===== src/rtl/uart_tx_mmio_pkg.sv =====
// Shared definitions for the memory-mapped UART transmitter: register
// offsets, STATUS bit positions and the serialiser state encoding.
package uart_tx_mmio_pkg;

  // Register offsets within the 4-byte window (address[1:0])
  localparam logic [1:0] REG_DATA   = 2'd0;
  localparam logic [1:0] REG_STATUS = 2'd1;
  localparam logic [1:0] REG_DIV    = 2'd2;
  localparam logic [1:0] REG_CTRL   = 2'd3;

  // STATUS register bit positions
  localparam int STAT_BUSY_BIT  = 0;
  localparam int STAT_FULL_BIT  = 1;
  localparam int STAT_EMPTY_BIT = 2;
  localparam int STAT_OVF_BIT   = 3;

  // Serialiser states
  typedef enum logic [1:0] {
    TX_IDLE  = 2'd0,
    TX_START = 2'd1,
    TX_DATA  = 2'd2,
    TX_STOP  = 2'd3
  } tx_state_e;

  // Assemble the STATUS byte; the upper nibble always reads zero
  function automatic logic [7:0] status_byte(input logic busy, input logic full,
                                             input logic empty, input logic ovf);
    logic [7:0] s;
    s = 8'h00;
    s[STAT_BUSY_BIT]  = busy;
    s[STAT_FULL_BIT]  = full;
    s[STAT_EMPTY_BIT] = empty;
    s[STAT_OVF_BIT]   = ovf;
    return s;
  endfunction

endpackage


===== src/rtl/uart_tx_mmio_fifo.sv =====
// Generic synchronous FIFO. Pointers carry one extra wrap bit so full and
// empty are told apart without a separate counter. A push while full is only
// taken when a pop on the same edge frees the slot.
module sync_fifo #(
  parameter int WIDTH = 8,
  parameter int DEPTH = 4
) (
  input  logic             clk,
  input  logic             rst,
  input  logic             push,
  input  logic             pop,
  input  logic [WIDTH-1:0] din,
  output logic [WIDTH-1:0] dout,
  output logic             full,
  output logic             empty
);

  localparam int AW = (DEPTH > 1) ? $clog2(DEPTH) : 1;
  localparam int PW = AW + 1;
  localparam logic [PW-1:0] PTR_ONE = {{AW{1'b0}}, 1'b1};

  logic [PW-1:0]    wr_ptr_q, wr_ptr_d;
  logic [PW-1:0]    rd_ptr_q, rd_ptr_d;
  logic [WIDTH-1:0] mem_q [DEPTH];
  logic             push_ok_s;
  logic             pop_ok_s;

  // Flag decode, accept qualification and read port
  always_comb begin
    empty     = (wr_ptr_q == rd_ptr_q);
    full      = (wr_ptr_q[AW] != rd_ptr_q[AW]) &&
                (wr_ptr_q[AW-1:0] == rd_ptr_q[AW-1:0]);
    pop_ok_s  = pop && !empty;
    push_ok_s = push && (!full || pop_ok_s);
    dout      = mem_q[rd_ptr_q[AW-1:0]];
  end

  // Next pointer values; both wrap naturally modulo 2*DEPTH
  always_comb begin
    wr_ptr_d = wr_ptr_q;
    rd_ptr_d = rd_ptr_q;
    if (push_ok_s) begin
      wr_ptr_d = wr_ptr_q + PTR_ONE;
    end else begin
      wr_ptr_d = wr_ptr_q;
    end
    if (pop_ok_s) begin
      rd_ptr_d = rd_ptr_q + PTR_ONE;
    end else begin
      rd_ptr_d = rd_ptr_q;
    end
  end

  // Pointer registers
  always_ff @(posedge clk) begin
    if (rst) begin
      wr_ptr_q <= {PW{1'b0}};
      rd_ptr_q <= {PW{1'b0}};
    end else begin
      wr_ptr_q <= wr_ptr_d;
      rd_ptr_q <= rd_ptr_d;
    end
  end

  // Storage array; contents need no reset because empty gates every read
  always_ff @(posedge clk) begin
    if (push_ok_s) begin
      mem_q[wr_ptr_q[AW-1:0]] <= din;
    end
  end

endmodule


===== src/rtl/uart_tx_mmio.sv =====
// Memory-mapped 8N1 UART transmitter: 4-byte register window, byte FIFO and
// a serialiser whose bit period is DIV+1 clocks.
module uart_tx_mmio
  import uart_tx_mmio_pkg::*;
#(
  parameter logic [7:0] BASE    = 8'hF0,
  parameter int         DEPTH   = 4,
  parameter logic [7:0] DIV_RST = 8'd9
) (
  input  logic       clk,
  input  logic       rst,
  input  logic       write,
  input  logic       read,
  input  logic [7:0] address,
  input  logic [7:0] wdata,
  output logic [7:0] rdata,
  output logic       hit,
  output logic       tx,
  output logic       irq
);

  tx_state_e  state_q, state_d;
  logic [7:0] baud_q, baud_d;
  logic [2:0] bit_q, bit_d;
  logic [7:0] shift_q, shift_d;
  logic       tx_q, tx_d;
  logic       irq_q, irq_d;
  logic [7:0] div_q, div_d;
  logic       enable_q, enable_d;
  logic       overflow_q, overflow_d;

  logic [1:0] offset_s;
  logic       wr_en_s;
  logic       push_s;
  logic       pop_s;
  logic       ovf_clr_s;
  logic       fifo_full_s;
  logic       fifo_empty_s;
  logic [7:0] fifo_dout_s;
  logic       unused_read_s;

  // Reads carry no side effects, so the strobe is deliberately not consumed
  assign unused_read_s = read;

  sync_fifo #(
    .WIDTH(8),
    .DEPTH(DEPTH)
  ) u_fifo (
    .clk  (clk),
    .rst  (rst),
    .push (push_s),
    .pop  (pop_s),
    .din  (wdata),
    .dout (fifo_dout_s),
    .full (fifo_full_s),
    .empty(fifo_empty_s)
  );

  // Address decode and bus strobes
  always_comb begin
    hit       = (address[7:2] == BASE[7:2]);
    offset_s  = address[1:0];
    wr_en_s   = write && hit;
    push_s    = wr_en_s && (offset_s == REG_DATA);
    ovf_clr_s = wr_en_s && (offset_s == REG_STATUS) && wdata[STAT_OVF_BIT];
    pop_s     = (state_q == TX_IDLE) && enable_q && !fifo_empty_s;
  end

  // Combinational read mux; zero outside the window
  always_comb begin
    rdata = 8'h00;
    if (hit) begin
      case (offset_s)
        REG_DATA:   rdata = 8'h00;
        REG_STATUS: rdata = status_byte(state_q != TX_IDLE, fifo_full_s,
                                        fifo_empty_s, overflow_q);
        REG_DIV:    rdata = div_q;
        REG_CTRL:   rdata = {7'b0000000, enable_q};
        default:    rdata = 8'h00;
      endcase
    end else begin
      rdata = 8'h00;
    end
  end

  // Control register updates and the sticky overflow flag
  always_comb begin
    div_d      = div_q;
    enable_d   = enable_q;
    overflow_d = overflow_q;
    if (wr_en_s && (offset_s == REG_DIV)) begin
      div_d = wdata;
    end else begin
      div_d = div_q;
    end
    if (wr_en_s && (offset_s == REG_CTRL)) begin
      enable_d = wdata[0];
    end else begin
      enable_d = enable_q;
    end
    // A push that finds the FIFO full with no pop alongside is lost
    if (push_s && fifo_full_s && !pop_s) begin
      overflow_d = 1'b1;
    end else if (ovf_clr_s) begin
      overflow_d = 1'b0;
    end else begin
      overflow_d = overflow_q;
    end
  end

  // Serialiser next state; DIV is sampled only at each baud reload
  always_comb begin
    state_d = state_q;
    baud_d  = baud_q;
    bit_d   = bit_q;
    shift_d = shift_q;
    case (state_q)
      TX_IDLE: begin
        if (pop_s) begin
          state_d = TX_START;
          shift_d = fifo_dout_s;
          baud_d  = div_q;
        end else begin
          state_d = TX_IDLE;
        end
      end
      TX_START: begin
        if (baud_q == 8'd0) begin
          state_d = TX_DATA;
          baud_d  = div_q;
          bit_d   = 3'd0;
        end else begin
          baud_d = baud_q - 8'd1;
        end
      end
      TX_DATA: begin
        if (baud_q == 8'd0) begin
          baud_d  = div_q;
          shift_d = {1'b0, shift_q[7:1]};
          if (bit_q == 3'd7) begin
            state_d = TX_STOP;
          end else begin
            bit_d = bit_q + 3'd1;
          end
        end else begin
          baud_d = baud_q - 8'd1;
        end
      end
      TX_STOP: begin
        if (baud_q == 8'd0) begin
          state_d = TX_IDLE;
        end else begin
          baud_d = baud_q - 8'd1;
        end
      end
      default: begin
        state_d = TX_IDLE;
      end
    endcase
  end

  // Line level and interrupt, both registered from the current state
  always_comb begin
    tx_d = 1'b1;
    case (state_q)
      TX_START: tx_d = 1'b0;
      TX_DATA:  tx_d = shift_q[0];
      TX_STOP:  tx_d = 1'b1;
      TX_IDLE:  tx_d = 1'b1;
      default:  tx_d = 1'b1;
    endcase
    irq_d = fifo_empty_s && (state_q == TX_IDLE);
  end

  // All block state; reset aborts any frame in progress
  always_ff @(posedge clk) begin
    if (rst) begin
      state_q    <= TX_IDLE;
      baud_q     <= 8'd0;
      bit_q      <= 3'd0;
      shift_q    <= 8'd0;
      tx_q       <= 1'b1;
      irq_q      <= 1'b0;
      div_q      <= DIV_RST;
      enable_q   <= 1'b0;
      overflow_q <= 1'b0;
    end else begin
      state_q    <= state_d;
      baud_q     <= baud_d;
      bit_q      <= bit_d;
      shift_q    <= shift_d;
      tx_q       <= tx_d;
      irq_q      <= irq_d;
      div_q      <= div_d;
      enable_q   <= enable_d;
      overflow_q <= overflow_d;
    end
  end

  assign tx  = tx_q;
  assign irq = irq_q;

endmodule


===== config.mk =====
export PLATFORM = sky130hd
export DESIGN_NAME = uart_tx_mmio
export DESIGN_NICKNAME = d
export VERILOG_FILES = /design/src/rtl/uart_tx_mmio_pkg.sv /design/src/rtl/uart_tx_mmio_fifo.sv /design/src/rtl/uart_tx_mmio.sv
export SDC_FILE = /design/constraint.sdc
export NUM_CORES = 1
export LEC_CHECK = 0
export CAP_MARGIN = 15
export CORE_ASPECT_RATIO = 0.9
export CORE_MARGIN = 10
export CORE_UTILIZATION = 30
export CTS_CLUSTER_DIAMETER = 30
export DETAILED_ROUTE_END_ITERATION = 16
export GPL_TIMING_DRIVEN = 0
export HOLD_SLACK_MARGIN = 0.06
export PLACE_DENSITY_LB_ADDON = 0.15
export SYNTH_ARGS = -nofsm -noshare
export SYNTH_HDL_FRONTEND = slang
export SYNTH_SLANG_ARGS = --single-unit

===== constraint.sdc =====
create_clock -name clk -period 6.15 [get_ports clk]
set_input_delay 0.615 -clock clk [delete_from_list [all_inputs] [get_ports clk]]
set_output_delay 0.615 -clock clk [all_outputs]
set_load 0.005 [all_outputs]

==> flow_summary.ini, run 1 <==
[run_status]
status = finished clean

[pwr]
power_density_nw_per_um2 = 249.2
p_leak_uw = 0.001631
max-vdd-ir-drop_v = 0.0001306
power_uw = 1094

[setup_path]
required_ns = 5.53
cpPeakStageDelay_ns = 0.51
crit-reg2reg-launch = state_q[0]$_SDFFE_PP0P_
worstRegToRegCells = 6
critPathLaunch = address[3]
criticalPathCategory = primary input to primary output
critPathLaunchType = primary input
cp.depth = 7
crit_buf_inv = 4
cp_max_fo = 6
cp_slowest_cell = clkdlybuf4s50_1
worstPathCellList = clkdlybuf4s50_1, or2_2, or2_2, clkbuf_1, inv_1, and3_1, clkdlybuf4s50_1
worst-r2r-setup-slack_ns = 3.58
worstPathArrival_ns = 2.67
worst_setup_path_end_kind = primary output
rr_endpoint = u_fifo.mem_q[2][3]$_DFFE_PP_
crit_family = buffers and inverters

[timing]
rsz0062_at_grt = false
slew_headroom = 0.4067
tightest_slew_ns = 0.8826
finalSetupTns_ns = 0
clock_skew_ns = 0.006786
period_share = 0.5334
hold_viol = 0
fmax_mhz = 304.9
maxSlewViolCount = 0
period_needed_ns = 3.280
report.final.setup_viol = 0

[clocking]
cts_buffer_depth = 2
htreeDepth = 3
path_clk_slew_ns = 0.07
clk_latency_ns = 0.34
cts_resized = 0
cts_hold_buf = 0
cts_setup_buffers = 0
cts_buffers = 9
cts_tree = done
clockRootBuffer = clkbuf_16
cts.sinks = 73

[finish]
area_delta_synth_final_pct = 21.85
drive_gt1_frac = 0.1257
nets = 403
diodes = 0

[global_routing]
grt_pass1_wl_um = 14590
track_usage = 0.1130
grt_max_degree = 16
antenna_found_initial = 0
grt_overflow = 0
grt_pass1_vias = 2615

[min_path]
hold_class = register to register
worstHoldPathCells = 2
hold_path_startpoint = bit_q[2]$_SDFFE_PP0P_
hold_path_end = bit_q[2]$_SDFFE_PP0P_

[logic_synthesis]
ys.flop_type = dfxtp_1
ys_async_sr_fraction = 0
synthCells = 330
yosysSeqAreaShare = 0.4946
synth-edff-count = 32
ys_warn_count = 0
avgSynthCellArea_um2 = 10.92
synth_fp_nets = 364
syn_area_um2 = 3602
ys_ff_latch = 73
synth_cell_types = 54

[drt]
num_vias = 2612
wire_per_inst_um = 17.21
drt_drc_violations_left = 0
vias_per_cell = 4.928
finalWirelength_um = 9121
first_pass_iters = 4
antenna_left = 0
first_iter_violations = 184

[place]
io_buffers = 28
dp_hpwl_um = 6569
place.gp.congestion = 0.7919

[run]
maxCapViolCount = 0

[die]
io_pins = 31
dieArea_um2 = 16800
die_h_um = 124.0
fp.coreArea_um2 = 11570
die_w_um = 135.5
initial_utilization = 0.3112
rows = 37
logic make-up after synthesis:
family          after synthesis  share of synthesized area
buf+inv                      40                    0.04446
mux                          27                     0.1132
flops                        73                     0.4946
compound gates               61                     0.1223
fa+ha+maj                    14                    0.04863
xor+xnor                      7                    0.01702
simple gates                108                     0.1598
worst max-delay path by stage:
stage	to	slack [ns]
detailed placement	rdata[5]	2.85
floorplan	u_fifo.mem_q[0][0]$_DFFE_PP_	3.78
global route	rdata[7]	2.74
global placement	rdata[5]	2.88
finish	rdata[5]	2.87
CTS	rdata[5]	2.83
per-stage QoR:
step / setup WS, ns / util / hold slack (ns) / instance area (um^2) / cells
floorplan: 3.775 / - / 0.4356 / 3602 / 330
global placement: 2.885 / 0.3523 / 0.4457 / 4078 / 514
detailed placement: 2.851 / 0.3523 / 0.4558 / 4078 / 514
CTS: 2.827 / 0.3792 / 0.4659 / 4389 / 530
global route: 2.735 / 0.3792 / 0.4875 / 4389 / 530
finish: 2.870 / 0.3792 / 0.4626 / 4389 / 530
cells in the final DEF, fill, tap and decap left out, types with 12 or more instances in the layout:
| master | instances |
|---|---|
| ha_1 | 14 |
| clkbuf_1 | 13 |
| nor2_1 | 28 |
| inv_1 | 23 |
| edfxtp_1 | 32 |
| dfxtp_1 | 41 |
| a21oi_1 | 16 |
| nor2b_1 | 12 |
| clkdlybuf4s50_1 | 28 |
| nand2_1 | 27 |
per-layer routing:
metal | GRT usage | wire length (um)
met3 | 0.02697 | 380
met5 | 0 | 0
met1 | 0.1497 | 4545
met4 | 0.04704 | 152
met2 | 0.1738 | 4043
power by group:
part | switching, uW | internal [uW]
Clock | 232 | 324
Combinational | 17.9 | 14.3
Sequential | 0.219 | 506
worst register-to-register path: cells and delay by family (launching register included):
family,cells,cell delay (ns)
simple gates,4,1.48
buf+inv,1,0.11
flops,1,0.34
fa+ha+maj,1,0.27
sequential cells by signal, indices dropped and copies added (netlist names), 2 cells and up, named ones only:
register	count
u_fifo.mem_q	32
baud_q	8
div_q	8
shift_q	8
bit_q	3
u_fifo.rd_ptr_q	3
u_fifo.wr_ptr_q	3
state_q	2
synthesized netlist by cell type, types with 7 or more instances:
cell type	instances	area, um^2
a211oi_1	9	67.56
a21oi_1	16	80.08
a22oi_1	7	52.55
clkbuf_1	13	48.80
dfxtp_1	41	820.8
edfxtp_1	32	960.9
ha_1	14	175.2
inv_1	23	86.33
mux2_4	7	105.1
mux2i_1	10	100.1
mux4_2	8	180.2
nand2_1	27	101.4
nor2_1	28	105.1
nor2b_1	12	75.07
area by class of cell:
class | count | area (um^2)
flip-flops and latches | 73 | 1782
fillers | 1173 | 7184
inverters | 23 | 86.33
clock inverters | 7 | 86.33
repair buffers | 28 | 280.3
multi-input cells | 217 | 1660
clock buffers | 9 | 225.2
well taps | 156 | 195.2
plain buffers | 17 | 73.82
No activity file was read; power rests on OpenSTA's default activity.
==> run 2, diff against run 1 <==
clock period = 2.9 ns   (was 6.15 ns; I/O delays follow)
==> results of run 2 <==
The final DEF is identical to that of run 1. Status: finished clean.
Main changes from that run: setup slack after placement 2.851 ns -> -0.02635 ns; setup slack after layout 2.870 ns -> 0.2697 ns; register-to-register setup slack 3.58 ns -> 0.33 ns; total power 1094 uW -> 2319 uW; worst IR drop on VDD 0.0001306 V -> 0.0002771 V
